==> src/rtl/parking_gate_controller.sv <==
// Parking gate front-end: sensor conditioning, card sync and one barrier FSM per lane.
// Each lane admits at most one vehicle per debounced rising edge of its loop sensor.

// 2-FF synchronizer followed by a counting debouncer for one vehicle loop sensor.
module pgc_debounce #(
   parameter int unsigned DEBOUNCE_CYCLES = 4,
   parameter int unsigned CNT_W           = 8
) (
   input  logic clk,
   input  logic rst,
   input  logic raw,
   output logic level,
   output logic rise_c
);

   logic             sync_1;
   logic             sync_2;
   logic             level_d;
   logic [CNT_W-1:0] cnt;

   // Synchronize, then flip the level after DEBOUNCE_CYCLES consecutive differing samples.
   always_ff @(posedge clk or posedge rst) begin
      if (rst) begin
         sync_1  <= 1'b0;
         sync_2  <= 1'b0;
         level   <= 1'b0;
         level_d <= 1'b0;
         cnt     <= '0;
      end else begin
         sync_1  <= raw;
         sync_2  <= sync_1;
         level_d <= level;
         if (sync_2 != level) begin
            if (cnt == CNT_W'(DEBOUNCE_CYCLES - 1)) begin
               level <= sync_2;
               cnt   <= '0;
            end else begin
               cnt <= cnt + CNT_W'(1);
            end
         end else begin
            cnt <= '0;
         end
      end
   end

   assign rise_c = level & ~level_d;

endmodule

module parking_gate_controller #(
   parameter int unsigned DEBOUNCE_CYCLES = 4,
   parameter int unsigned BARRIER_CYCLES  = 8,
   parameter int unsigned CNT_W           = 8
) (
   input  logic clk,
   input  logic rst,
   input  logic entry_sensor,
   input  logic entry_uni_card,
   input  logic exit_sensor,
   input  logic exit_uni_card,
   input  logic uni_space_ok,
   input  logic space_ok,
   output logic car_entered,
   output logic is_uni_car_entered,
   output logic car_exited,
   output logic is_uni_car_exited,
   output logic entry_barrier_open,
   output logic exit_barrier_open,
   output logic entry_denied
);

   typedef enum logic [2:0] {
      IDLE   = 3'd0,
      CHECK  = 3'd1,
      OPEN   = 3'd2,
      CLOSE  = 3'd3,
      DENIED = 3'd4
   } lane_state_e;

   localparam int unsigned BAR_LAST = BARRIER_CYCLES - 1;

   logic en_level;
   logic en_rise_c;
   logic ex_level;
   logic ex_rise_c;

   logic en_card_s1;
   logic en_card_s2;
   logic ex_card_s1;
   logic ex_card_s2;

   lane_state_e      en_state;
   lane_state_e      en_state_nxt;
   logic [CNT_W-1:0] en_bcnt;
   logic [CNT_W-1:0] en_bcnt_nxt;
   logic             en_uni;
   logic             en_uni_nxt;
   logic             en_admit_c;
   logic             entry_barrier_open_nxt;
   logic             car_entered_nxt;
   logic             is_uni_car_entered_nxt;
   logic             entry_denied_nxt;

   lane_state_e      ex_state;
   lane_state_e      ex_state_nxt;
   logic [CNT_W-1:0] ex_bcnt;
   logic [CNT_W-1:0] ex_bcnt_nxt;
   logic             ex_uni;
   logic             ex_uni_nxt;
   logic             exit_barrier_open_nxt;
   logic             car_exited_nxt;
   logic             is_uni_car_exited_nxt;

   pgc_debounce #(
      .DEBOUNCE_CYCLES (DEBOUNCE_CYCLES),
      .CNT_W           (CNT_W)
   ) u_entry_deb (
      .clk    (clk),
      .rst    (rst),
      .raw    (entry_sensor),
      .level  (en_level),
      .rise_c (en_rise_c)
   );

   pgc_debounce #(
      .DEBOUNCE_CYCLES (DEBOUNCE_CYCLES),
      .CNT_W           (CNT_W)
   ) u_exit_deb (
      .clk    (clk),
      .rst    (rst),
      .raw    (exit_sensor),
      .level  (ex_level),
      .rise_c (ex_rise_c)
   );

   // Card readers are level signals; synchronize only, no debounce.
   always_ff @(posedge clk or posedge rst) begin
      if (rst) begin
         en_card_s1 <= 1'b0;
         en_card_s2 <= 1'b0;
         ex_card_s1 <= 1'b0;
         ex_card_s2 <= 1'b0;
      end else begin
         en_card_s1 <= entry_uni_card;
         en_card_s2 <= en_card_s1;
         ex_card_s1 <= exit_uni_card;
         ex_card_s2 <= ex_card_s1;
      end
   end

   // Space availability is only consulted while the entry lane is in CHECK.
   assign en_admit_c = en_uni ? uni_space_ok : space_ok;

   // Entry lane: state, counters and registered outputs.
   always_ff @(posedge clk or posedge rst) begin
      if (rst) begin
         en_state           <= IDLE;
         en_bcnt            <= '0;
         en_uni             <= 1'b0;
         entry_barrier_open <= 1'b0;
         car_entered        <= 1'b0;
         is_uni_car_entered <= 1'b0;
         entry_denied       <= 1'b0;
      end else begin
         en_state           <= en_state_nxt;
         en_bcnt            <= en_bcnt_nxt;
         en_uni             <= en_uni_nxt;
         entry_barrier_open <= entry_barrier_open_nxt;
         car_entered        <= car_entered_nxt;
         is_uni_car_entered <= is_uni_car_entered_nxt;
         entry_denied       <= entry_denied_nxt;
      end
   end

   // Entry lane next-state logic.
   always_comb begin
      en_state_nxt = en_state;
      en_bcnt_nxt  = en_bcnt;
      en_uni_nxt   = en_uni;
      case (en_state)
         IDLE: begin
            if (en_rise_c) begin
               en_uni_nxt   = en_card_s2;
               en_state_nxt = CHECK;
            end
         end
         CHECK: begin
            en_state_nxt = en_admit_c ? OPEN : DENIED;
         end
         OPEN: begin
            if (!en_level) begin
               en_state_nxt = CLOSE;
               en_bcnt_nxt  = '0;
            end
         end
         CLOSE: begin
            if (en_bcnt == CNT_W'(BAR_LAST)) begin
               en_state_nxt = IDLE;
            end else begin
               en_bcnt_nxt = en_bcnt + CNT_W'(1);
            end
         end
         DENIED: begin
            if (!en_level) begin
               en_state_nxt = IDLE;
            end
         end
         default: begin
            en_state_nxt = IDLE;
         end
      endcase
   end

   // Entry lane output values for the next cycle.
   always_comb begin
      entry_barrier_open_nxt = (en_state_nxt == OPEN);
      car_entered_nxt        = (en_state == OPEN) && !en_level;
      entry_denied_nxt       = (en_state == CHECK) && !en_admit_c;
      is_uni_car_entered_nxt = car_entered_nxt ? en_uni : is_uni_car_entered;
   end

   // Exit lane: state, counters and registered outputs.
   always_ff @(posedge clk or posedge rst) begin
      if (rst) begin
         ex_state          <= IDLE;
         ex_bcnt           <= '0;
         ex_uni            <= 1'b0;
         exit_barrier_open <= 1'b0;
         car_exited        <= 1'b0;
         is_uni_car_exited <= 1'b0;
      end else begin
         ex_state          <= ex_state_nxt;
         ex_bcnt           <= ex_bcnt_nxt;
         ex_uni            <= ex_uni_nxt;
         exit_barrier_open <= exit_barrier_open_nxt;
         car_exited        <= car_exited_nxt;
         is_uni_car_exited <= is_uni_car_exited_nxt;
      end
   end

   // Exit lane next-state logic; leaving is never refused.
   always_comb begin
      ex_state_nxt = ex_state;
      ex_bcnt_nxt  = ex_bcnt;
      ex_uni_nxt   = ex_uni;
      case (ex_state)
         IDLE: begin
            if (ex_rise_c) begin
               ex_uni_nxt   = ex_card_s2;
               ex_state_nxt = CHECK;
            end
         end
         CHECK: begin
            ex_state_nxt = OPEN;
         end
         OPEN: begin
            if (!ex_level) begin
               ex_state_nxt = CLOSE;
               ex_bcnt_nxt  = '0;
            end
         end
         CLOSE: begin
            if (ex_bcnt == CNT_W'(BAR_LAST)) begin
               ex_state_nxt = IDLE;
            end else begin
               ex_bcnt_nxt = ex_bcnt + CNT_W'(1);
            end
         end
         default: begin
            ex_state_nxt = IDLE;
         end
      endcase
   end

   // Exit lane output values for the next cycle.
   always_comb begin
      exit_barrier_open_nxt = (ex_state_nxt == OPEN);
      car_exited_nxt        = (ex_state == OPEN) && !ex_level;
      is_uni_car_exited_nxt = car_exited_nxt ? ex_uni : is_uni_car_exited;
   end

endmodule

==> config.mk <==
export PLATFORM = sky130hd
export DESIGN_NAME = parking_gate_controller
export DESIGN_NICKNAME = d
export VERILOG_FILES = /design/src/rtl/parking_gate_controller.sv
export SDC_FILE = /design/constraint.sdc
export NUM_CORES = 1
export LEC_CHECK = 0
export ABC_AREA = 1
export CAP_MARGIN = 5
export CORE_ASPECT_RATIO = 1.5
export CORE_MARGIN = 2
export CORE_UTILIZATION = 40
export CTS_CLUSTER_DIAMETER = 200
export CTS_CLUSTER_SIZE = 30
export DETAILED_ROUTE_END_ITERATION = 8
export HOLD_SLACK_MARGIN = 0.06
export SYNTH_ARGS = -nofsm -noshare
export SYNTH_HDL_FRONTEND = slang
export SYNTH_SLANG_ARGS = --single-unit
==> constraint.sdc <==
create_clock -name clk -period 2.5 [get_ports clk]
set_input_delay 0.375 -clock clk [delete_from_list [all_inputs] [get_ports clk]]
set_output_delay 0.375 -clock clk [all_outputs]
set_load 0.005 [all_outputs]
==> qor.tcl <==
set qor(outcome) {finished, final reports clean}
set qor(endpoint_kind) {output pin}
set qor(timing.critical_path.max_delay_family) {buffers and inverters}
set qor(final.setup.tns_ps) 0
set qor(grt.total_usage_pct) 15.7
set qor(postLayoutCellArea_um2) 3240
set qor(p_switching_mw) 0.854
set qor(dp.cells) 420
set qor(netlist_area_um2) 2810
set qor(final-instance-count-excl-fill) 436
set qor(layout-area-overhead-vs-synth_pct) 15.5
set qor(mappedNetlistNets) 344
set qor(hold_class) {input port to asynchronous set/reset pin}
set qor(power.share.sequential_pct) 43.9
set qor(max_fo_critical_path) 1
set qor(routabilityCongestion) 0.794
set qor(antennaDiodeCount) 0
set qor(pwr-share-clk_pct) 34.3
set qor(timing.critical_path.slowest_stage_cell) {clkdlybuf4s50_1}
set qor(numClockSinks) 59
set qor(core_um2) 6850
set qor(synth_cell_type_count) 29
set qor(syn-mean-instance-area_um2) 8.45
set qor(avgViaCountPerCell) 4.90
set qor(numPortBuffers) 14
set qor(postCtsSetupBuffers) 0
set qor(syn-instance-count) 332
set qor(synth_sequential_area_ratio_pct) 52.6
set qor(drive_above_1_share_pct) 8.94
set qor(peakVddDrop_mv) 0.477
set qor(wire_length_of_the_first_global_routing_pass_um) 9200
set qor(dieArea_um2) 7720
set qor(power_density_nw_per_um2) 881
set qor(timing.max_cap.violations) 0
set qor(drt_drc_violations_left) 0
set qor(die-width_um) 72.4
set qor(crit_buf_inv) 1
set qor(grt_start_max_net_pins) 50
set qor(critical-path-max-stage-delay_ps) 510
set qor(cts.repair.resized) 0
set qor(fin_worst_skew_ps) 5.41
set qor(setup_repair_after_global_routing_missed_its_margin) {no}
set qor(std_cell_rows) 37
set qor(synth-warning-count) 0
set qor(finalNetCount) 365
set qor(dr.first_iter.drc_count) 97
set qor(crit_path_cell_trace) {clkdlybuf4s50_1}
set qor(route.final.wire_length_um) 5070
set qor(cts-root-buf) {clkbuf_8}
set qor(antenna_found_initial) 0
set qor(power.share.switching_pct) 29.9
set qor(cts_hold_buf) 0
set qor(power.share.combinational_pct) 21.8
set qor(synth.ff_latch_count) 59
set qor(post_dp_cell_area_um2) 3010
set qor(post-route-min-period_ps) 1570
set qor(clk_transition_reported_paths_ps) 70
set qor(htree_num_levels) 3
set qor(hpwl_um) 3610
set qor(timing_max_transition_violations_final) 0
set qor(grt_pass1_vias) 2130
set qor(wl_per_cell_um) 11.6
set qor(final-hold-violation-count) 0
set qor(cts_inserted_buffers) 9
set qor(io-pin-count) 15
set qor(ctsLongestPathBuffers) 2
set qor(max_freq_ghz) 0.637
set qor(overall_via_count_from_detail_route) 2136
set qor(tritoncts_clock_tree) {yes}
set qor(critical_path_arrival_ps) 1190
set qor(drt_pre_antenna_iters) 4
set qor(chipHeight_um) 107
set qor(antenna_violating_nets_post_route) 0
set qor(power_leakage_nw) 1.71
set qor(fillers) 672
set qor(timing_worst_setup_path_type) {register to output pin}
set qor(synth_enable_flop_cells) 0
set qor(finalCritPeriodShare_pct) 62.8
set qor(initial_utilization_pct) 41.0
set qor(yosys_most_used_dff) {dfrtp_1}
set qor(clkLatencyLatePin_ps) 330
set qor(gr-total-overflow) 0
set qor(async_set_or_reset_flop_fraction_in_the_synthesized_netlist_pct) 100
set qor(critPathLaunchType) {register}
set qor(internal_power_mw) 2.00
set qor(layout_commonest_cell) {nand2_1}
set qor(setup_viol_count_final) 0
set qor(highest_count_cells_in_the_layout_ignoring_fill_and_taps) {nand2_1 (80), dfrtp_1 (59), nor2_1 (45)}
set qor(worst_path_required_time_ps) 2120
==> Yosys cell counts (4+ instances only) <==
| cell | number | area share (%) |
|---|---|---|
| xor2_1 | 4 | 1.2 |
| a21oi_1 | 5 | 0.89 |
| o21bai_1 | 5 | 1.3 |
| inv_1 | 41 | 5.5 |
| buf_6 | 4 | 1.6 |
| dfrtp_1 | 59 | 53 |
| nor2_1 | 45 | 6.0 |
| inv_2 | 4 | 0.53 |
| nand2_1 | 80 | 11 |
| nand3_1 | 41 | 7.3 |
| nor3b_1 | 4 | 1.1 |
| nand4_1 | 11 | 2.5 |
| ha_1 | 4 | 1.8 |
==> cells by family after synthesis <==
| group | Yosys count | synth area share [%] |
|---|---|---|
| AO/OA/AOI/OAI | 17 | 4.19 |
| XOR/XNOR | 7 | 2.18 |
| adder cells (fa/ha/maj) | 4 | 1.78 |
| buffers and inverters | 51 | 7.98 |
| flip-flops | 59 | 52.6 |
| other | 1 | 0.134 |
| AND/OR/NAND/NOR | 193 | 31.1 |
==> area by class of cell <==
| cell class | count | area (µm²) | area share [%] |
|---|---|---|---|
| inverters | 46 | 174 | 5.36 |
| well taps | 78 | 97.6 | 3.01 |
| repair buffers | 15 | 160 | 4.94 |
| clock inverters | 4 | 72.6 | 2.24 |
| clock buffers | 12 | 155 | 4.79 |
| flip-flops and latches | 59 | 1480 | 45.5 |
| multi-input cells | 222 | 1110 | 34.1 |
==> flip-flops by register name, summed over array words and instances, names as in the netlist, 3 cells and up <==
name and count:
en_bcnt 8, en_state 3, ex_bcnt 8, ex_state 3
u_entry_deb.cnt 8, u_exit_deb.cnt 8
==> metal layers <==
layer | vias to the layer above | wire length, µm | GRT usage, %
li1 | 1100 | - | -
met1 | 1004 | 2120 | 17.4
met2 | 28 | 2710 | 26.2
met3 | 4 | 161 | 5.08
met4 | 0 | 79 | 8.47
met5 | - | 0 | 0
==> path summary, 6_finish.rpt <==
path,cells past startpoint,slack [ps],to,start
max,1,930,entry_denied,entry_denied
min,2,280,u_entry_deb.sync_1,rst
max reg2reg,5,960,exit_barrier_open,ex_bcnt[0]
min reg2reg,0,340,u_exit_deb.sync_2,u_exit_deb.sync_1
max in group asynchronous,3,1680,en_bcnt[3],rst
min in group clk,0,340,u_exit_deb.sync_2,u_exit_deb.sync_1
==> stage by stage <==
step	utilization, %	worst slack [ps]	total power [mW]	hold WS [ps]
5_1_grt	47.3	804	3.06	304
3_3_place_gp	44.0	1030	1.89	331
4_1_cts	47.3	892	2.91	266
3_5_place_dp	44.0	958	1.91	336
2_1_floorplan	-	669	1.69	331
6_report	47.3	930	2.86	284
==> power groups by stage <==
| stage | clock network, mW | registers [mW] | logic [mW] |
|---|---|---|---|
| finish | 0.981 | 1.25 | 0.622 |
| global route | 1.05 | 1.28 | 0.728 |
| CTS | 1.01 | 1.26 | 0.636 |
| detailed placement | 0 | 1.27 | 0.632 |
| global placement | 0 | 1.27 | 0.624 |
| floorplan | 0 | 1.25 | 0.441 |
No activity file was read; power rests on OpenSTA's default activity.
